===== src/rtl/gmii_router_definitions.sv =====
// Shared router types: per-port MAC learn record, GMII RX parser states and
// framing constants.
// No ports (package).
package gmii_router_definitions;

  localparam logic [47:0] BROADCAST     = 48'hFFFF_FFFF_FFFF;
  localparam logic [7:0]  PREAMBLE_BYTE = 8'h55;
  localparam logic [7:0]  SFD_BYTE      = 8'hD5;

  // Learn record handed to the per-port clock converter.
  typedef struct packed {
    logic        mac_valid;
    logic [47:0] mac_number_per_port;
  } mac_info_interface;

  typedef enum logic [2:0] {
    IDLE,
    PREAMBLE,
    HEADER,
    PAYLOAD,
    DROP
  } gmii_rx_state_t;

endpackage


===== src/rtl/gmii_rx_mac_extractor.sv =====
// Per-port GMII RX parser: strips preamble/SFD, captures DA and SA, emits an
// early DA pulse for lookup, a learn pulse for well-formed unicast-source
// frames, and a saturating count of rejected frames.
// Ports: clk/rst_n (port RX clock, async active-low reset); gmii_rxd/
// gmii_rx_dv/gmii_rx_er (GMII receive); mac_info (learn pulse + SA);
// dst_valid/dst_mac (DA pulse + DA); drop_count (rejected frames).
module gmii_rx_mac_extractor
  import gmii_router_definitions::*;
#(
  parameter int MIN_FRAME_LEN = 64,
  parameter int MAX_FRAME_LEN = 1522,
  parameter int MAX_PREAMBLE  = 7
) (
  input  logic              clk,
  input  logic              rst_n,
  input  logic [7:0]        gmii_rxd,
  input  logic              gmii_rx_dv,
  input  logic              gmii_rx_er,
  output mac_info_interface mac_info,
  output logic              dst_valid,
  output logic [47:0]       dst_mac,
  output logic [15:0]       drop_count
);

  // Byte counter must hold MAX_FRAME_LEN+1 (its saturation value).
  localparam int BCW = $clog2(MAX_FRAME_LEN + 2);
  localparam int PCW = $clog2(MAX_PREAMBLE + 1);

  localparam logic [BCW-1:0] BC_MIN     = BCW'(MIN_FRAME_LEN);
  localparam logic [BCW-1:0] BC_MAX     = BCW'(MAX_FRAME_LEN);
  localparam logic [BCW-1:0] BC_SAT     = BCW'(MAX_FRAME_LEN + 1);
  localparam logic [BCW-1:0] BC_DA_LAST = BCW'(5);
  localparam logic [BCW-1:0] BC_SA_LAST = BCW'(11);
  localparam logic [PCW-1:0] PCNT_MAX   = PCW'(MAX_PREAMBLE);

  gmii_rx_state_t state_q, state_d;
  logic [PCW-1:0] pcnt_q, pcnt_d;
  logic [BCW-1:0] bc_q, bc_d;
  logic           err_q, err_d;
  logic [47:0]    dst_q, dst_d;
  logic [47:0]    src_q, src_d;       // SA shadow, only published on learn
  logic [47:0]    mac_q, mac_d;
  logic           mac_vld_q, mac_vld_d;
  logic           dst_vld_q, dst_vld_d;
  logic [15:0]    drop_q, drop_d;
  logic           drop_inc;
  logic           er_hit;
  logic           learn_ok;

  // rx_er only counts while rx_dv is high; with rx_dv low it signals
  // carrier extension / false carrier and is not a frame error.
  assign er_hit = gmii_rx_dv & gmii_rx_er;

  // src_q[40] is the I/G bit: group (multicast/broadcast) sources are never learned.
  assign learn_ok = (bc_q >= BC_MIN) && (bc_q <= BC_MAX) && !err_q && !src_q[40];

  always_comb begin
    state_d   = state_q;
    pcnt_d    = pcnt_q;
    bc_d      = bc_q;
    err_d     = err_q;
    dst_d     = dst_q;
    src_d     = src_q;
    mac_d     = mac_q;
    mac_vld_d = 1'b0;
    dst_vld_d = 1'b0;
    drop_inc  = 1'b0;

    case (state_q)
      IDLE: begin
        err_d  = er_hit;
        pcnt_d = '0;
        if (gmii_rx_dv) begin
          if (gmii_rxd == PREAMBLE_BYTE) begin
            state_d = PREAMBLE;
            pcnt_d  = PCW'(1);
          end else if (gmii_rxd == SFD_BYTE) begin
            state_d = HEADER;
            bc_d    = '0;
          end else begin
            state_d = DROP;
          end
        end
      end

      PREAMBLE: begin
        err_d = err_q | er_hit;
        if (!gmii_rx_dv) begin
          state_d  = IDLE;
          drop_inc = 1'b1;
        end else if (gmii_rxd == PREAMBLE_BYTE && pcnt_q < PCNT_MAX) begin
          pcnt_d = pcnt_q + PCW'(1);
        end else if (gmii_rxd == SFD_BYTE) begin
          state_d = HEADER;
          bc_d    = '0;
        end else begin
          state_d = DROP;
        end
      end

      HEADER: begin
        if (!gmii_rx_dv) begin
          state_d  = IDLE;
          drop_inc = 1'b1;
        end else begin
          err_d = err_q | er_hit;
          if (bc_q <= BC_DA_LAST) begin
            dst_d = {dst_q[39:0], gmii_rxd};
          end else begin
            src_d = {src_q[39:0], gmii_rxd};
          end
          dst_vld_d = (bc_q == BC_DA_LAST);
          bc_d      = bc_q + BCW'(1);
          if (bc_q == BC_SA_LAST) begin
            state_d = PAYLOAD;
          end
        end
      end

      PAYLOAD: begin
        if (!gmii_rx_dv) begin
          state_d = IDLE;
          if (learn_ok) begin
            mac_vld_d = 1'b1;
            mac_d     = src_q;
          end else begin
            drop_inc = 1'b1;
          end
        end else begin
          err_d = err_q | er_hit;
          if (bc_q != BC_SAT) begin
            bc_d = bc_q + BCW'(1);
          end
        end
      end

      DROP: begin
        if (!gmii_rx_dv) begin
          state_d  = IDLE;
          drop_inc = 1'b1;
        end
      end

      default: state_d = IDLE;
    endcase

    drop_d = (drop_inc && drop_q != 16'hFFFF) ? drop_q + 16'd1 : drop_q;
  end

  always_ff @(posedge clk or negedge rst_n) begin
    if (!rst_n) begin
      state_q   <= IDLE;
      pcnt_q    <= '0;
      bc_q      <= '0;
      err_q     <= 1'b0;
      dst_q     <= '0;
      src_q     <= '0;
      mac_q     <= '0;
      mac_vld_q <= 1'b0;
      dst_vld_q <= 1'b0;
      drop_q    <= '0;
    end else begin
      state_q   <= state_d;
      pcnt_q    <= pcnt_d;
      bc_q      <= bc_d;
      err_q     <= err_d;
      dst_q     <= dst_d;
      src_q     <= src_d;
      mac_q     <= mac_d;
      mac_vld_q <= mac_vld_d;
      dst_vld_q <= dst_vld_d;
      drop_q    <= drop_d;
    end
  end

  assign mac_info.mac_valid           = mac_vld_q;
  assign mac_info.mac_number_per_port = mac_q;
  assign dst_valid                    = dst_vld_q;
  assign dst_mac                      = dst_q;
  assign drop_count                   = drop_q;

endmodule


===== config.mk =====
export PLATFORM = sky130hd
export DESIGN_NAME = gmii_rx_mac_extractor
export DESIGN_NICKNAME = d
export VERILOG_FILES = /design/src/rtl/gmii_router_definitions.sv /design/src/rtl/gmii_rx_mac_extractor.sv
export SDC_FILE = /design/constraint.sdc
export NUM_CORES = 1
export LEC_CHECK = 0
export CAP_MARGIN = 20
export CORE_ASPECT_RATIO = 0.6
export CORE_MARGIN = 10
export CORE_UTILIZATION = 45
export DETAILED_ROUTE_END_ITERATION = 7
export PLACE_DENSITY = 0.66
export SYNTH_ARGS = -nofsm -noshare
export SYNTH_HDL_FRONTEND = slang
export SYNTH_SLANG_ARGS = --single-unit

===== constraint.sdc =====
create_clock -name clk -period 3 [get_ports clk]
set_clock_uncertainty 0.1 [all_clocks]
set_input_delay 0.3 -clock clk [delete_from_list [all_inputs] [get_ports clk]]
set_output_delay 0.3 -clock clk [all_outputs]
set_load 0.03 [all_outputs]

# [Word-level counts from Yosys, hierarchy flattened]
# Index checks and enable logic that the tools add are counted.
[word_totals] ff_bits=180 in_bits=12 output_inout_bits=114 elab_cells=98
[classes] n_bitwise=4 muxes=34 magnitude_cmp=4 n_eq_ne=22 n_reduce_logical=21 add_sub_neg=3
[ops] operator="$mux 11" n=8
[ops] operator="$pmux 11 s4" n=1
[ops] operator="$mux 3" n=10
[ops] operator="$ne 2x2->1 const B" n=9
[ops] operator="$add 16x1->16 const B" n=1
[ops] operator="$ne 16x16->1 const B" n=1
[ops] operator="$pmux 3 s4" n=1
[ops] operator="$reduce_and 3->1" n=4
[ops] operator="$add 11x1->11 const B" n=1
[ops] operator="$eq 11x3->1 const B" n=1
[ops] operator="$eq 11x4->1 const B" n=1
[ops] operator="$ge 11x7->1 const B" n=1
[ops] operator="$le 11x11->1 const B" n=1
[ops] operator="$le 11x3->1 const B" n=1
[ops] operator="$mux 1" n=11
[ops] operator="$ne 11x11->1 const B" n=1
[ops] operator="$eq 8x7->1 const B" n=1
[ops] operator="$eq 8x8->1 const B" n=1
[ops] operator="$reduce_and 8->1" n=1
[ops] operator="$eq 3x2->1 const B" n=2
[ops] operator="$ne 3x3->1 const B" n=2
[ops] operator="$pmux 3 s2" n=1
[ops] operator="$logic_and 1x1->1" n=5
[ops] operator="$reduce_and 4->1" n=1
[ops] operator="other kinds (18)" n=21

# [Logic depth before layout (Yosys ltp)]
[depth] word_depth=8 mapped_depth=9 ltp_nobuf=6

# [Least setup slack after synthesis]
# Ideal clock, no wire load.
[synth_timing] kind="reg-to-reg" startpoint="register bc_q[3]" endpoint="register drop_q[11], in the netlist drop_count[11]" period_less_slack_ns=2.312 setup_time_ns=0.125 path_slack_ns=0.688 required_time_ns=2.775 stages_incl_launch_ff=8 n_path_buf=2 arrival_ns=2.087 cell_sequence="dfrtp_1 > buf_2 > or4b_4 > o41ai_4 > nor3_1 > buf_2 > o2111ai_1 > mux2_2"
[synth_between] elab_chain_len=8 word_cells_on_any_way=9 classes_between="order compare (2); mux (3); reduce/logical (4)"
[synth_lines] item="start: declaration" line_no="gmii_rx_mac_extractor.sv:38" rtl="logic [BCW-1:0] bc_q, bc_d;"
[synth_lines] item="start signal: assignment" line_no="gmii_rx_mac_extractor.sv:154" rtl="bc_q <= '0;"
[synth_lines] item="start signal: assignment" line_no="gmii_rx_mac_extractor.sv:165" rtl="bc_q <= bc_d;"
[synth_lines] item="$ge 11x7->1 or $le 11x11->1 (tied branches)" line_no="gmii_rx_mac_extractor.sv:55" rtl="assign learn_ok = (bc_q >= BC_MIN) && (bc_q <= BC_MAX) && !err_q && !src_q[40];"
[synth_lines] item="$logic_and 1x1->1 * (3 in a row)" line_no="gmii_rx_mac_extractor.sv:55"
[synth_lines] item="$mux 1 *" line_no="gmii_rx_mac_extractor.sv:123" rtl="if (learn_ok) begin"
[synth_lines] item="$mux 1 *" line_no="gmii_rx_mac_extractor.sv:121" rtl="if (!gmii_rx_dv) begin"
[synth_lines] item="$pmux 1 s2 *" line_no="gmii_rx_mac_extractor.sv:69" rtl="case (state_q)"
[synth_lines] item="$logic_and 1x1->1 *" line_no="gmii_rx_mac_extractor.sv:147" rtl="drop_d = (drop_inc && drop_q != 16'hFFFF) ? drop_q + 16'd1 : drop_q;"
[synth_lines] item="end signal: assignment" line_no="gmii_rx_mac_extractor.sv:172" rtl="drop_q <= drop_d;"
[synth_lines] item="end: declaration" line_no="gmii_rx_mac_extractor.sv:45" rtl="logic [15:0] drop_q, drop_d;"
# Every way passes the cells marked *; elsewhere a longest branch is shown, timed or not.
# A chain may end at the register's enable or synchronous reset.

# [Worst setup path after layout]
[layout_timing] startpoint="register bc_q[3]" endpoint="register drop_q[6], in the netlist drop_count[6]"
# The elaborated chain is that of the path after synthesis.

==> impl_metrics.yaml <==
status:
  status: "finished, final reports clean"
drt:
  drtAntennaViolNets: 0
  drc: 0
  viasPerCell: 5.26
  wl_um: 17000
  first_pass_iters: 4
  wl_per_cell_um: 18.7
  drt_iter0_drc: 366
  vias: 4777
die:
  die_h_um: 121
  ios: 126
  rows: 36
  start_util_pct: 46.5
  dieArea_um2: 22800
  fp.dieW_um: 188
  core_um2: 16400
cells_and_area:
  drive_gt1_share_pct: 30.7
  mostFrequentLayoutCells: "dfrtp_1, mux2_2, clkdlybuf4s50_1"
  nFillCells: 1262
  syn2layout_area_growth_pct: 27.7
  regArea_um2: 4500
  mostFrequentLayoutCell: "dfrtp_1"
  multi_input_area_um2: 2940
  final_area_um2: 9770
  final_nets: 685
  instances_no_fill: 909
  n_antenna_cell: 0
pwr:
  power.leakage_nw: 4.65
  ir_worst_vdd_uv: 380
  powerDensity_nw_per_um2: 532
setup_path:
  critPathBufInv: 1
  critical_path_arrival_ps: 2790
  crit_chain: "or4b_4 -> o41ai_4 -> nor3_1 -> buf_4 -> o2111ai_1 -> mux2_2"
  ff2ff_path_depth: 6
  critical_path.max_stage_delay_ps: 570
  path_max_fanout: 11
  timing.rr.end: "drop_count[6]"
  crit_family: "simple AND/OR/NAND/NOR gates"
  worstSetupPathDepth: 6
  cp_slowest_cell: "or4b_4"
  crit_end: "drop_count[6]"
  startpoint_type: "register"
  end_kind: "register"
  crit_required_ps: 3210
  crit_start: "bc_q[3]"
  critPathKind: "register to register"
  rr_startpoint: "bc_q[3]"
  reg2reg_slack_ps: 420
synthesis:
  synth-compound-area-share_pct: 5.32
  synth-simple-area-share_pct: 7.21
  synthAdderAreaFrac_pct: 0.818
  ys_ff_latch: 180
  ys.flop_type: "dfrtp_1"
  synth_top_family_by_area: "multiplexers"
  synth.cell_area_um2: 7650
  syn_avg_cell_area_um2: 14.2
  synth.distinct_cells: 61
  ys_seq_area_share_pct: 58.9
  muxShareOfSynthArea_pct: 23.6
  synthXorXnorAreaFrac_pct: 1.37
  synthCells: 538
  synth_edf_count: 0
  yosysWarnings: 0
  synthArstFlopShare_pct: 100
  synth_nets: 555
clock_tree:
  clock-sinks: 180
  cts_tree: "built"
  clk_latency_ps: 440
  clk_pin_slew_ps: 70
  cts_max_level: 4
  post_cts_resized: 0
  clk_path_buf_depth: 2
  cts-buffers-inserted: 17
  root_buffer: "clkbuf_16"
grt:
  gr-usage-met1_pct: 21.4
  grt_pass1_vias: 4807
  grt_max_degree: 85
  use_met3_pct: 4.82
  grt_pass1_wl_um: 27800
  grt-ovfl-total: 0
  met2_usage_pct: 21.7
  grt_usage_pct: 15.2
  grt-busiest-layer: "met2"
  antenna_found_initial: 0
place:
  placed_cells: 876
  routabilityCongestion: 0.909
  pre_cts_ws_ps: 288
  port_buffers: 125
  place_area_um2: 9170
  dp_hpwl_um: 12400
timing:
  setup_viol: 0
  rsz0062_at_grt: "no"
  finalCriticalPeriod_ps: 2580
  fmax_mhz: 387
  timing.hold.ws_ps: 368
  hold_viol: 0
  tightest_slew_ps: 843
  fin_tns_setup_ps: 0
  fin_crit_sh_pct: 86.1
  setup_ws_ps: 417
  slew_violations: 0
  max_slew_margin_pct: 43.6
min_path:
  hold_class: "input pin to asynchronous set/reset pin"
job:
  cap_violations: 0
report_power, final:
part	total (mW)	internal, mW	switching, mW
clock	2.17	1.11	1.05
sequential	2.54	2.48	0.0653
combinational	0.487	0.197	0.290
total	5.20	3.79	1.41
cells by family (layout without fill, tap and decap cells):
| logic type | count (synthesis) | in the layout |
|---|---|---|
| AND/OR/NAND/NOR | 98 | 98 |
| XOR/XNOR | 12 | 12 |
| adder cells (fa/ha/maj) | 5 | 5 |
| flip-flops | 180 | 180 |
| AO/OA/AOI/OAI | 54 | 54 |
| multiplexers | 153 | 153 |
| buffers and inverters | 36 | 179 |
sequential cells by signal (all words and copies together), names as in the netlist:
register    flops
dst_valid       1
dst_mac        48
err_q           1
bc_q           11
state_q         3
src_q          48
mac_q          48
drop_count     16
mac_vld_q       1
pcnt_q          3
stage by stage:
step / util (%) / power, mW
floorplan: - / 2.85
global placement: 55.7 / 3.07
detailed placement: 55.7 / 3.09
CTS: 59.4 / 5.27
global route: 59.4 / 5.42
finish: 59.4 / 5.20
worst min-delay path by stage:
stage | endpoint | slack [ps] | start | cells after the start
6_report | mac_q[33] | 370 | rst_n | 2
5_1_grt | err_q | 390 | gmii_rx_er | 3
2_1_floorplan | bc_q[0] | -100 | rst_n | 0
3_5_place_dp | mac_q[33] | 310 | rst_n | 1
4_1_cts | err_q | 360 | gmii_rx_er | 3
3_3_place_gp | mac_q[41] | 310 | rst_n | 1
layer usage:
metal	wire, um	part of all wire (%)
met4	254	1.5
met5	0	0
met3	969	5.7
met1	8440	50
met2	7370	43
what timing repair did:
item,in CTS,in global routing
hold buffers,1,0
endpoints found under the setup margin,0,0
setup buffers,0,0
endpoints found under the hold margin,81,0
Yosys cell counts (all sizes together), types with 2 or more instances:
cell type,n,area (um2)
o31ai,6,45.0
clkbuf,6,23.8
or3,5,31.3
ha,5,62.6
a31oi,2,12.5
dfrtp,180,4500
and4,3,26.3
a21oi,5,25.0
mux2i,3,30.0
a221oi,2,23.8
o211ai,7,52.6
nand4,4,25.0
and3,9,56.3
nand3,10,50.1
nor4,4,31.3
buf,23,163
xor2,2,17.5
nor2,14,55.1
inv,7,26.3
xnor2,10,87.6
or4,2,18.8
o21ai,15,78.8
nor4b,2,23.8
nor2b,3,18.8
o41ai,2,36.3
nor3,7,40.0
mux2,150,1780
nand2b,2,12.5
nand2,26,97.6
o2111ai,4,35.0
cell type report:
class / count / area share [%]
tap: 228 / 2.92
inverter: 7 / 0.269
multi-input combinational: 322 / 30.1
clock buffer: 17 / 4.36
clock inverter: 15 / 1.69
timing repair buffer: 140 / 14.5
sequential: 180 / 46.1
No activity file was read; power rests on OpenSTA's default activity.
